### config.mk
export PLATFORM = sky130hd
export DESIGN_NAME = match_scorer
export DESIGN_NICKNAME = d
export VERILOG_FILES = /design/src/rtl/match_scorer.sv
export SDC_FILE = /design/constraint.sdc
export NUM_CORES = 1
export LEC_CHECK = 0
export BUFFER_PORTS_ARGS = -buffer_cell sky130_fd_sc_hd__buf_2
export CELL_PAD_IN_SITES_DETAIL_PLACEMENT = 1
export CELL_PAD_IN_SITES_GLOBAL_PLACEMENT = 1
export CORE_UTILIZATION = 30
export DETAILED_ROUTE_END_ITERATION = 10
export PLACE_DENSITY = 0.56
export SYNTH_ARGS = -nofsm -noshare
export SYNTH_HDL_FRONTEND = slang
export SYNTH_SLANG_ARGS = --single-unit
### constraint.sdc
create_clock -name clk -period 4.2 [get_ports clk]
set_input_delay 0.84 -clock clk [delete_from_list [all_inputs] [get_ports clk]]
set_output_delay 0.84 -clock clk [all_outputs]
set_load 0.01 [all_outputs]
### src/rtl/match_scorer.sv
// match_scorer: match-level referee for the two-player tug-of-war game.
// It detects round wins at the playfield ends, keeps a score per player,
// drives two active-low 7-segment digits (bit0=a .. bit6=g), pulses
// round_restart between rounds and latches the match winner.
// Optional macro ROUND_GAP_EN: when it is defined, RESTART is held for
// GAP_CYCLES cycles by an 8-bit down-counter. When it is undefined,
// RESTART lasts one cycle.
module match_scorer #(
    parameter int WIN_ROUNDS = 3,
    parameter int GAP_CYCLES = 4
) (
    input  logic       clk,
    input  logic       reset,
    input  logic       L,
    input  logic       R,
    input  logic       led_left_end,
    input  logic       led_right_end,
    output logic       round_restart,
    output logic [6:0] hex_left,
    output logic [6:0] hex_right,
    output logic       match_over,
    output logic [1:0] match_winner
);

    localparam logic [1:0] S_PLAY    = 2'd0;
    localparam logic [1:0] S_RESTART = 2'd1;
    localparam logic [1:0] S_OVER    = 2'd2;

    localparam logic [3:0] WIN_SCORE = 4'(WIN_ROUNDS);

    // Reject out-of-range parameters at elaboration rather than build a broken referee
    if (WIN_ROUNDS < 1 || WIN_ROUNDS > 9) begin : g_bad_win
        $error("match_scorer: WIN_ROUNDS must be 1..9");
    end
    if (GAP_CYCLES < 1 || GAP_CYCLES > 255) begin : g_bad_gap
        $error("match_scorer: GAP_CYCLES must be 1..255");
    end

    logic [1:0] state, state_n;
    logic [3:0] score_l, score_l_n;
    logic [3:0] score_r, score_r_n;
    logic [1:0] winner_n;
    logic       left_win, right_win;

`ifdef ROUND_GAP_EN
    localparam logic [7:0] GAP_LOAD = 8'(GAP_CYCLES - 1);
    logic [7:0] gap_cnt, gap_cnt_n;
`endif

    // Active-low segment patterns for the digits 0..9 (bit6=g .. bit0=a)
    function automatic logic [6:0] seg7(input logic [3:0] d);
        case (d)
            4'd0:    seg7 = 7'b1000000;
            4'd1:    seg7 = 7'b1111001;
            4'd2:    seg7 = 7'b0100100;
            4'd3:    seg7 = 7'b0110000;
            4'd4:    seg7 = 7'b0011001;
            4'd5:    seg7 = 7'b0010010;
            4'd6:    seg7 = 7'b0000010;
            4'd7:    seg7 = 7'b1111000;
            4'd8:    seg7 = 7'b0000000;
            4'd9:    seg7 = 7'b0010000;
            default: seg7 = 7'b1111111;
        endcase
    endfunction

    // A simultaneous press by both players never scores, so the two terms cannot both be true
    assign left_win  = led_left_end  & L & ~R;
    assign right_win = led_right_end & R & ~L;

    // Next-state, score and winner logic; a win is only accepted in PLAY
    always_comb begin
        // NOTE: every output of this block gets a default first, so no path leaves it unassigned and no latch is inferred.
        state_n   = state;
        score_l_n = score_l;
        score_r_n = score_r;
        winner_n  = match_winner;
`ifdef ROUND_GAP_EN
        gap_cnt_n = gap_cnt;
`endif
        case (state)
            S_PLAY: begin
                if (left_win) begin
                    score_l_n = score_l + 4'd1;
                    if (score_l_n == WIN_SCORE) begin
                        state_n  = S_OVER;
                        winner_n = 2'b01;
                    end else begin
                        state_n = S_RESTART;
`ifdef ROUND_GAP_EN
                        gap_cnt_n = GAP_LOAD;
`endif
                    end
                end else if (right_win) begin
                    score_r_n = score_r + 4'd1;
                    if (score_r_n == WIN_SCORE) begin
                        state_n  = S_OVER;
                        winner_n = 2'b10;
                    end else begin
                        state_n = S_RESTART;
`ifdef ROUND_GAP_EN
                        gap_cnt_n = GAP_LOAD;
`endif
                    end
                end
            end
            S_RESTART: begin
`ifdef ROUND_GAP_EN
                if (gap_cnt == 8'd0) begin
                    state_n = S_PLAY;
                end else begin
                    gap_cnt_n = gap_cnt - 8'd1;
                end
`else
                state_n = S_PLAY;
`endif
            end
            S_OVER:  state_n = S_OVER;
            default: state_n = S_PLAY;
        endcase
    end

    // State, scores and all outputs register together, so every output is glitch-free and Moore
    always_ff @(posedge clk or posedge reset) begin
        if (reset) begin
            state         <= S_PLAY;
            score_l       <= 4'd0;
            score_r       <= 4'd0;
            round_restart <= 1'b0;
            match_over    <= 1'b0;
            match_winner  <= 2'b00;
            hex_left      <= 7'b1000000;
            hex_right     <= 7'b1000000;
`ifdef ROUND_GAP_EN
            gap_cnt       <= 8'd0;
`endif
        end else begin
            // NOTE: sequential state uses non-blocking assignments so every register samples pre-edge values.
            state         <= state_n;
            score_l       <= score_l_n;
            score_r       <= score_r_n;
            round_restart <= (state_n == S_RESTART);
            match_over    <= (state_n == S_OVER);
            match_winner  <= winner_n;
            hex_left      <= seg7(score_l_n);
            hex_right     <= seg7(score_r_n);
`ifdef ROUND_GAP_EN
            gap_cnt       <= gap_cnt_n;
`endif
        end
    end

endmodule
==> impl_metrics.csv <==
group,metric,value,unit
outcome,status,"finished clean",
clock_network,ctsResizeCount,0,
worst_setup_path,timing.rr.start,"state[0]",
timing,max_freq,446,MHz
final_layout,instances_no_fill,229,
synthesis,synth_top_family_by_area,"simple AND/OR/NAND/NOR gates",
clock_network,clkTransAtPathRegs,100,ps
clock_network,numCtsBuffers,3,
job,maxCapViolCount,0,
grt,antenna_found_initial,0,
place,hpwl,2360,um
synthesis,synth.most_common_cell,"dfrtp_1",
grt,grt_pass1_vias,1120,
worst_setup_path,crit_start,"R",
floorplanning,core_area,4820,sq um
drt,wl,3110,um
timing,worst_pin_slew,1080,ps
synthesis,syn_inst,135,
synthesis,syn_area,1530,sq um
final_layout,drive_gt1_share,30.2,%
worst_setup_path,startpoint_type,"primary input",
final_layout,area_growth,17.6,%
synthesis,synth_nets,155,
power_and_ir_drop,leakage,0.868,nW
synthesis,synth_area_leaders,"dfrtp_1 42%, ha_1 11%, mux2i_1 5.2%",
clock_network,max-clock-path-buffers,2,
timing,rsz0062_at_grt,"no",
final_layout,layout.nets,183,
timing,period_needed,2240,ps
place,gp_congestion,0.727,
place,dp.cells,225,
synthesis,synth_cell_types,33,
floorplanning,initial_core_util,31.8,%
synthesis,ys_warn_count,0,
drt,via_count,1052,
worst_setup_path,crit_top_cell,"inv_1",
synthesis,ys_seq_area_share,45.9,%
floorplanning,dieArea,5400,sq um
timing,hold_viol,0,
worst_hold_path,hold_path_class,"reg -> reg",
worst_setup_path,critPathMaxStageDelay,300,ps
grt,grt_usage,13.9,%
worst_setup_path,cp-end-kind,"flip-flop",
power_and_ir_drop,power_density,806,nW/um^2
synthesis,synth_top_area_share,42.4,%
place,portBuffers,23,
timing,relSlewSlack,27.8,%
grt,grt_pass1_wl,5540,um
drt,wl_per_cell,13.6,um
clock_network,post_cts_buffers,0,
synthesis,synth-simple-area-share,15.7,%
synthesis,async_reset_ff_share,100,%
synthesis,yosysTopAreaCell,"dfrtp_1",
floorplanning,die_h,73.5,um
power_and_ir_drop,vdd_drop_max,0.000263,V
synthesis,ys.flop_type,"dfrtp_1",
floorplanning,num_io_pins,24,
worst_setup_path,worst-setup-path-type,"in -> reg",
clock_network,htree_levels,1,
clock_network,root_buffer,"clkbuf_8",
synthesis,yosys.area_share.adder,11.4,%
final_layout,final_design_area_no_fill,1800,sq um
synthesis,synth-xor-area-share,6.53,%
clock_network,ctsHoldBuffers,0,
grt,gr-total-overflow,0,
drt,ant_nets,0,
floorplanning,die_w,73.5,um
floorplanning,rows,25,
drt,drtPass1Iterations,4,
grt,grt_max_degree,29,
synthesis,syn_area_per_cell,11.4,sq um
synthesis,synth_edf_count,0,
timing,setup_viol,0,
worst_setup_path,worstPathRequired,4340,ps
place,place_ws,1630,ps
drt,via_per_inst,4.59,
clock_network,clkSinkCount,28,
timing,timing.final.ws_setup,1960,ps
worst_setup_path,slowest_stage,"ha_1",
worst_setup_path,crit_chain,"buf_2, nand3b_1, nor2_2, xnor2_1, inv_1, ha_1, inv_1, mux2i_1, a21oi_1",
worst_setup_path,worstPathArrival,2390,ps
clock_network,clkLatencyLatePin,280,ps
synthesis,synth_mux_area_share,6.69,%
clock_network,cts_tree,"done",
place,placement.cell_area,1730,sq um
final_layout,antenna_cells,0,
timing,skew,3.45,ps
synthesis,synth_seq_cells,28,
worst_hold_path,min_from,"match_winner[1]",
timing,slew_violations,0,
timing,fin_crit_sh,53.4,%
synthesis,synth_compound_area_share,9.88,%
timing,setup_tns,0,ps
drt,drt_iter0_markers,51,
worst_setup_path,crit_path_max_fanout,5,
drt,route.detailed.drc,0,
synthesis,ys_top_cells_by_count,"26 x dfrtp_1, 14 x ha_1, 13 x a21oi_1, 13 x inv_1, 8 x mux2i_1",
[report_power, final]
part,switching (W),internal [W]
Clock,0.0000910,0.000128
Sequential,0.0000856,0.000407
Combinational,0.000434,0.000308
[path summary, 6_finish.rpt]
check                           slack, ps  cells after the start              end
worst max-delay path                 1960                      9      hex_left[3]
worst min-delay path                  510                      1  match_winner[1]
worst max register to register       2210                      8      hex_left[3]
worst min register to register        510                      1  match_winner[1]
max in group asynchronous            2740                      2         state[0]
min in group asynchronous             810                      2       score_l[3]
[per-layer routing]
layer	vias to the layer above	wire [um]	track usage, %
met5	-	0	0
met4	0	54	5.77
met3	5	95	2.47
met2	17	1440	21.0
met1	519	1520	19.6
li1	511	-	-
[cell type report]
class | instances | area [sq um]
fillers | 573 | 3010
multi-input cells | 91 | 769
flip-flops and latches | 28 | 703
repair buffers | 23 | 115
well taps | 67 | 83.8
inverters | 16 | 60.1
clock buffers | 3 | 41.3
clock inverters | 1 | 30.0
[cell usage in the layout (no fill, tap or decap), drive strengths merged]
cell type	instances
a21bo	1
a21oi	14
a22oi	2
a41o	1
and3b	2
and4	1
buf	23
bufinv	1
clkbuf	3
dfrtp	26
dfstp	2
ha	14
inv	16
mux2	2
mux2i	8
nand2	5
nand3	7
nand3b	3
nand4	1
nor2	9
nor3	6
o21a	2
o21ai	2
o22ai	2
or2	1
xnor2	5
xor2	3
[logic make-up after synthesis]
| group | Yosys count |
|---|---|
| AND/OR/NAND/NOR | 35 |
| flip-flops | 28 |
| AO/OA/AOI/OAI | 24 |
| buffers and inverters | 16 |
| adder cells (fa/ha/maj) | 14 |
| multiplexers | 10 |
| XOR/XNOR | 8 |
[flip-flops by register name, summed over array words and instances (netlist names)]
name	count
state	2
match_over	1
score_l	4
hex_left	7
round_restart	1
match_winner	2
score_r	4
hex_right	7
[worst max-delay path, delay by kind of cell]
kind,cells,cell delay (ps)
and+or+nand+nor,2,470
muxes,1,140
xor gates and xnor gates,1,250
buffers and inverters,3,310
AOI/OAI and AO/OA,1,90
adders and majority gates,1,300
[through the flow]
| step | hold WS [ps] | util (%) | power (W) |
|---|---|---|---|
| 2_1_floorplan | 464 | - | 0.00103 |
| 3_5_place_dp | 493 | 35.9 | 0.00125 |
| 3_3_place_gp | 472 | 35.9 | 0.00123 |
| 6_report | 506 | 37.4 | 0.00145 |
| 5_1_grt | 533 | 37.4 | 0.00159 |
| 4_1_cts | 516 | 37.4 | 0.00148 |
No activity file was read; power rests on OpenSTA's default activity.
